--- config.mk ---
export PLATFORM = sky130hd
export DESIGN_NAME = fp_class_pipe
export DESIGN_NICKNAME = d
export VERILOG_FILES = /design/src/rtl/fp_class_pipe.sv
export SDC_FILE = /design/constraint.sdc
export NUM_CORES = 1
export LEC_CHECK = 0
export BUFFER_PORTS_ARGS = -buffer_cell sky130_fd_sc_hd__buf_2
export CAP_MARGIN = 0
export CORE_MARGIN = 4
export CORE_UTILIZATION = 61
export CTS_CLUSTER_DIAMETER = 40
export DETAILED_ROUTE_END_ITERATION = 16
export PLACE_DENSITY_LB_ADDON = 0.15
export SLEW_MARGIN = 20
export SYNTH_ARGS = -nofsm -noshare
export SYNTH_HDL_FRONTEND = slang
export SYNTH_SLANG_ARGS = --single-unit
--- constraint.sdc ---
create_clock -name clk -period 6.25 [get_ports clk]
set_input_delay 1.25 -clock clk [delete_from_list [all_inputs] [get_ports clk]]
set_output_delay 1.25 -clock clk [all_outputs]
set_load 0.01 [all_outputs]
--- src/rtl/fp_class_pipe.sv ---
// Two-stage floating-point classifier: decodes each lane into a one-hot class word
// and keeps saturating per-class statistics of delivered results.
module fp_class_pipe #(
    parameter int EXP_W = 8,
    parameter int MAN_W = 23,
    parameter int LANES = 1,
    parameter int CNT_W = 16
) (
    input  logic                             clk,
    input  logic                             rst,
    input  logic                             in_valid,
    output logic                             in_ready,
    input  logic [LANES*(1+EXP_W+MAN_W)-1:0] in_data,
    output logic                             out_valid,
    input  logic                             out_ready,
    output logic [LANES*32-1:0]              out_class,
    input  logic [3:0]                       stat_sel,
    input  logic                             stat_clr,
    output logic [CNT_W-1:0]                 stat_count
);
    localparam int W    = 1 + EXP_W + MAN_W;
    localparam int NCLS = 10;

    logic                 s1_valid;
    logic                 s2_valid;
    logic [LANES-1:0]     s1_sign;
    logic [LANES-1:0]     s1_exp_one;
    logic [LANES-1:0]     s1_exp_zero;
    logic [LANES-1:0]     s1_man_zero;
    logic [LANES-1:0]     s1_man_msb;
    logic [LANES*32-1:0]  s2_class;

    logic [LANES-1:0]     d_sign;
    logic [LANES-1:0]     d_exp_one;
    logic [LANES-1:0]     d_exp_zero;
    logic [LANES-1:0]     d_man_zero;
    logic [LANES-1:0]     d_man_msb;
    logic [W-1:0]         lane;
    logic [LANES*32-1:0]  class_next;

    logic                 s1_open;
    logic                 s2_open;
    logic                 in_fire;
    logic                 out_fire;

    logic [CNT_W-1:0]     cnt      [NCLS];
    logic [CNT_W-1:0]     cnt_next [NCLS];
    logic [3:0]           inc      [NCLS];
    logic [CNT_W+3:0]     sum;

    function automatic logic [9:0] classify(input logic sign, input logic exp_one,
                                            input logic exp_zero, input logic man_zero,
                                            input logic man_msb);
        logic [9:0] c;
        c = '0;
        if (exp_one) begin
            if (!man_zero) begin
                if (man_msb) c[9] = 1'b1;
                else         c[8] = 1'b1;
            end else if (sign) c[0] = 1'b1;
            else               c[7] = 1'b1;
        end else if (exp_zero) begin
            if (man_zero) begin
                if (sign) c[3] = 1'b1;
                else      c[4] = 1'b1;
            end else if (sign) c[2] = 1'b1;
            else               c[5] = 1'b1;
        end else if (sign) c[1] = 1'b1;
        else               c[6] = 1'b1;
        return c;
    endfunction

    // A stage may load when it is empty or the stage after it moves on this cycle.
    assign s2_open   = ~s2_valid | out_ready;
    assign s1_open   = ~s1_valid | s2_open;
    assign in_ready  = ~rst & s1_open;
    assign out_valid = ~rst & s2_valid;
    assign in_fire   = in_valid & in_ready;
    assign out_fire  = out_valid & out_ready;
    assign out_class = s2_class;

    always_comb begin
        lane       = '0;
        d_sign     = '0;
        d_exp_one  = '0;
        d_exp_zero = '0;
        d_man_zero = '0;
        d_man_msb  = '0;
        for (int k = 0; k < LANES; k++) begin
            lane          = in_data[k*W +: W];
            d_sign[k]     = lane[W-1];
            d_exp_one[k]  = &lane[MAN_W +: EXP_W];
            d_exp_zero[k] = ~|lane[MAN_W +: EXP_W];
            d_man_zero[k] = ~|lane[MAN_W-1:0];
            d_man_msb[k]  = lane[MAN_W-1];
        end
    end

    always_comb begin
        class_next = '0;
        for (int k = 0; k < LANES; k++) begin
            class_next[k*32 +: 32] = {22'b0, classify(s1_sign[k], s1_exp_one[k],
                                      s1_exp_zero[k], s1_man_zero[k], s1_man_msb[k])};
        end
    end

    always_ff @(posedge clk) begin
        if (rst) begin
            s1_valid    <= 1'b0;
            s2_valid    <= 1'b0;
            s1_sign     <= '0;
            s1_exp_one  <= '0;
            s1_exp_zero <= '0;
            s1_man_zero <= '0;
            s1_man_msb  <= '0;
            s2_class    <= '0;
        end else begin
            if (s1_open) begin
                s1_valid <= in_fire;
                if (in_fire) begin
                    s1_sign     <= d_sign;
                    s1_exp_one  <= d_exp_one;
                    s1_exp_zero <= d_exp_zero;
                    s1_man_zero <= d_man_zero;
                    s1_man_msb  <= d_man_msb;
                end
            end
            if (s2_open) begin
                s2_valid <= s1_valid;
                if (s1_valid) s2_class <= class_next;
            end
        end
    end

    // Any carry into the top four bits of the widened sum means the counter saturates.
    always_comb begin
        sum = '0;
        for (int b = 0; b < NCLS; b++) begin
            inc[b] = '0;
            for (int k = 0; k < LANES; k++) begin
                inc[b] = inc[b] + 4'(s2_class[32*k + b]);
            end
            sum         = {4'b0, cnt[b]} + {{CNT_W{1'b0}}, inc[b]};
            cnt_next[b] = (sum[CNT_W+3:CNT_W] != 4'b0) ? {CNT_W{1'b1}} : sum[CNT_W-1:0];
        end
    end

    always_ff @(posedge clk) begin
        for (int b = 0; b < NCLS; b++) begin
            if (rst || stat_clr) cnt[b] <= '0;
            else if (out_fire)   cnt[b] <= cnt_next[b];
        end
    end

    always_comb begin
        stat_count = '0;
        for (int b = 0; b < NCLS; b++) begin
            if (stat_sel == 4'(b)) stat_count = cnt[b];
        end
    end

endmodule

==> run summary <==
Status = finished clean
Clock Skews = 12.3 ps
Grt total ovfl = 0
DP HPWL = 19.7 mm
DRC Markers = 0
Die height = 144 um
P&R area growth vs syn = 8.08%
Largest net degree at the start of global routing = 161
Kind of critical path = in -> out
Met2 WL post-DR = 12.7 mm
Via count = 9171
Yosys reg bits = 177
CTS tree = built
R2R Path Start = out_class[8]$_SDFFE_PP0P_
Worst path slowest cell = and3b_1
Worst Path Max Fanout = 37
Sink Count = 177
Fmax = 221 MHz
Clock Path Buffers = 2
Most used DFF post-synth = edfxtp_1
Min-delay src = s1_man_msb$_SDFFE_PP0P_
Root buffer cell = clkbuf_16
CP endpoint kind = output pin
TritonCTS Buffers = 17
Share of the synthesized area in the top cell type = 42.7%
Crit share post-route = 72.3%
Critical R2R Capture = cnt[8][10]$_SDFFCE_PN0P_
Starting Density = 62.4%
PnR Total Power = 2.65 mW
Fill cell total of the finished layout = 1392
Post-CTS Setup Inserts = 0
Avg WL per Cell = 20.3 um
Avg Cell Area, Syn = 10.1 sq um
Synth top area cells = edfxtp_1 43%, a21oi_1 6.4%, xnor2_1 5.1%, mux2i_1 4.5%, dfxtp_1 3.0%
Setup Total Neg Slack = 0 ps
Post-synth ARST share = 0%
Hold_buf cts = 0
DRT iter0 DRCs = 1044
Min Tclk post-route = 4520 ps
Worst slew margin = 30.8%
Final setup viols = 0
P_leak = 4.21 nW
Routed WL = 28.2 mm
Most common cell on crit path = buf_2
Hold endpoint = s1_man_msb$_SDFFE_PP0P_
Worst hold-check path type = reg -> reg
Yosys top cell by area = edfxtp_1
Met1 wire length = 12.3 mm
Max-Cap Viols = 0
Global-route wire length before repair = 44.7 mm
R2R Setup Slk = 3750 ps
Max Used Layer = met4
Reg2reg path depth = 6
# IOs = 91
Core area = 0.0180 sq mm
Clock network latency to the later pin of the worst-skew pair = 430 ps
Met3 routed WL = 2.36 mm
Max VDD drop = 0.191 mV
Die width = 144 um
Register area = 0.00514 sq mm
Total Nets Final = 1207
Final Hold Fails = 0
Post-synth cell types = 71
Row cnt = 49
Area of the multi-input gates = 0.00560 sq mm
Clk slew on worst S/H paths = 60 ps
Die ar. = 0.0207 sq mm
Power per cell area = 218 mW/mm^2
Worst Max-Slew Pin Slew = 1040 ps
Max-slew violation count = 0
CP Launch Type = input port
Arrival @ worst endpoint = 3270 ps
YS warnings = 0
Number of flops mapped to enable cells by yosys = 160
Unrepaired setup endpoints after global routing = false
Cts repair resizes = 0
Worst Hold Path Cells = 2
Vias per cell = 6.60
Critical path required time = 5000 ps
Crit-path cells = buf_2, and3b_1, a221oi_1, o21ai_0, buf_2
Gr usage total = 27.7%
Post-synthesis sequential area ratio = 45.7%
Synthesized cell area = 0.0112 sq mm
Cells after synthesis = 1113
H-tree level count = 4
First-pass DRT Iterations = 5
Port bufs = 68
Initial antenna violation count = 0
Vias in the first global route = 8228
Proportion of layout cells with a drive suffix above 1 = 13.5%
Max stage delay on crit path = 620 ps
Routed Antenna Nets = 0
Routability Congestion = 0.931
-- cell usage in the layout, fill, tap and decap left out, drive strengths merged, types with 4 or more instances in the layout --
master / netlist / layout
a211oi: 9 / 9
nor2b: 7 / 7
dfxtp: 17 / 17
a21oi: 154 / 154
or2: 4 / 4
or3: 6 / 6
nor2: 36 / 36
buf: 47 / 73
nand4: 38 / 38
xor2: 29 / 29
and4: 10 / 10
nand2b: 4 / 4
a31oi: 10 / 10
nand3b: 8 / 8
ha: 20 / 20
nand4b: 4 / 4
o21ai: 31 / 31
a31o: 8 / 8
o2bb2ai: 13 / 13
mux2i: 50 / 50
nand2: 78 / 78
xnor2: 65 / 65
clkbuf: 33 / 23
o211a: 6 / 6
edfxtp: 160 / 160
and3: 12 / 12
inv: 45 / 51
and2: 7 / 7
conb: 1 / 22
nor3: 32 / 32
nor4: 41 / 41
nand3: 65 / 65
o221ai: 26 / 26
a311oi: 4 / 4
-- per-stage QoR --
stage	instances	cell area (sq um)	hold WS (ps)	setup slack (ps)	util, %
4_1_cts	1388	12100	478	1550	67.4
5_1_grt	1388	12200	490	1600	67.4
6_report	1389	12200	475	1730	67.4
2_1_floorplan	1134	11300	442	771	-
3_3_place_gp	1356	11600	455	1600	64.3
3_5_place_dp	1356	11600	467	1540	64.3
-- how the worst max path moves through the flow --
stage / startpoint / endpoint / cells after the start
after floorplan: rst / cnt[0][0]$_SDFFCE_PN0P_ / 3
after CTS: stat_sel[1] / stat_count[0] / 5
after global placement: stat_sel[1] / stat_count[5] / 5
after detailed placement: stat_sel[1] / stat_count[0] / 5
after global routing: stat_sel[2] / stat_count[5] / 6
final: stat_sel[1] / stat_count[15] / 5
-- synthesized netlist by cell type (5+ instances only) --
| cell | number |
|---|---|
| a31oi_1 | 10 |
| and4_1 | 9 |
| buf_4 | 22 |
| a21oi_2 | 10 |
| a211oi_1 | 9 |
| xor2_1 | 29 |
| nor4_1 | 33 |
| nor3_1 | 31 |
| o2bb2ai_1 | 13 |
| o221ai_1 | 26 |
| nor2_1 | 36 |
| nand3_1 | 55 |
| nand3_2 | 9 |
| mux2i_1 | 50 |
| clkbuf_1 | 31 |
| ha_1 | 20 |
| and3_1 | 12 |
| edfxtp_1 | 160 |
| or3_1 | 5 |
| nand3b_1 | 8 |
| inv_1 | 45 |
| nand4_1 | 35 |
| xnor2_1 | 65 |
| and2_1 | 7 |
| nand2_1 | 76 |
| a31o_2 | 8 |
| buf_2 | 21 |
| nor2b_1 | 7 |
| o21ai_0 | 31 |
| nor4_2 | 5 |
| o211a_1 | 6 |
| dfxtp_1 | 17 |
| a21oi_1 | 144 |
-- cell type report --
class                      instances  share of cell area, %
multi-input combinational        832                   46.1
tap                              229                   2.36
timing repair buffer              73                   3.21
clock buffer                      23                   4.03
antenna                            1                 0.0206
clock inverter                     9                  0.566
sequential                       177                   42.3
inverter                          45                   1.39
-- cell families (layout without fill, tap and decap cells) --
kind of cell	Yosys count	count (layout)	share of synthesized area, %
AOI/OAI and AO/OA	279	279	15.6
muxes	53	53	4.75
xor gates and xnor gates	94	94	7.32
DFF	177	177	45.7
adders and majority gates	20	20	2.23
other	1	23	0.0333
buffers and inverters	125	150	5.36
and+or+nand+nor	364	364	19.0
-- state kept, by name (all words and copies together) (netlist names) --
| register | count |
|---|---|
| cnt | 160 |
| out_class | 10 |
| s1_exp_one | 1 |
| s1_exp_zero | 1 |
| s1_man_msb | 1 |
| s1_man_zero | 1 |
| s1_sign | 1 |
| s1_valid | 1 |
| s2_valid | 1 |
-- report_power, final --
| part | leakage, nW | internal (mW) | switching (mW) |
|---|---|---|---|
| Sequential | 1.93 | 1.34 | 0.0842 |
| Combinational | 2.00 | 0.0780 | 0.124 |
| Clock | 0.279 | 0.560 | 0.463 |
-- per-layer routing --
metal / GRT usage (%) / up-vias
li1: - / 4284
met1: 40.7 / 4385
met2: 41.1 / 448
met3: 5.79 / 54
met4: 9.12 / 0
met5: 0 / -
-- worst max-delay path: cells and delay by family --
family	cells	cell delay (ps)
simple gates	1	620
buf+inv	2	820
compound gates	2	550
(Power assumes the default switching activity.)
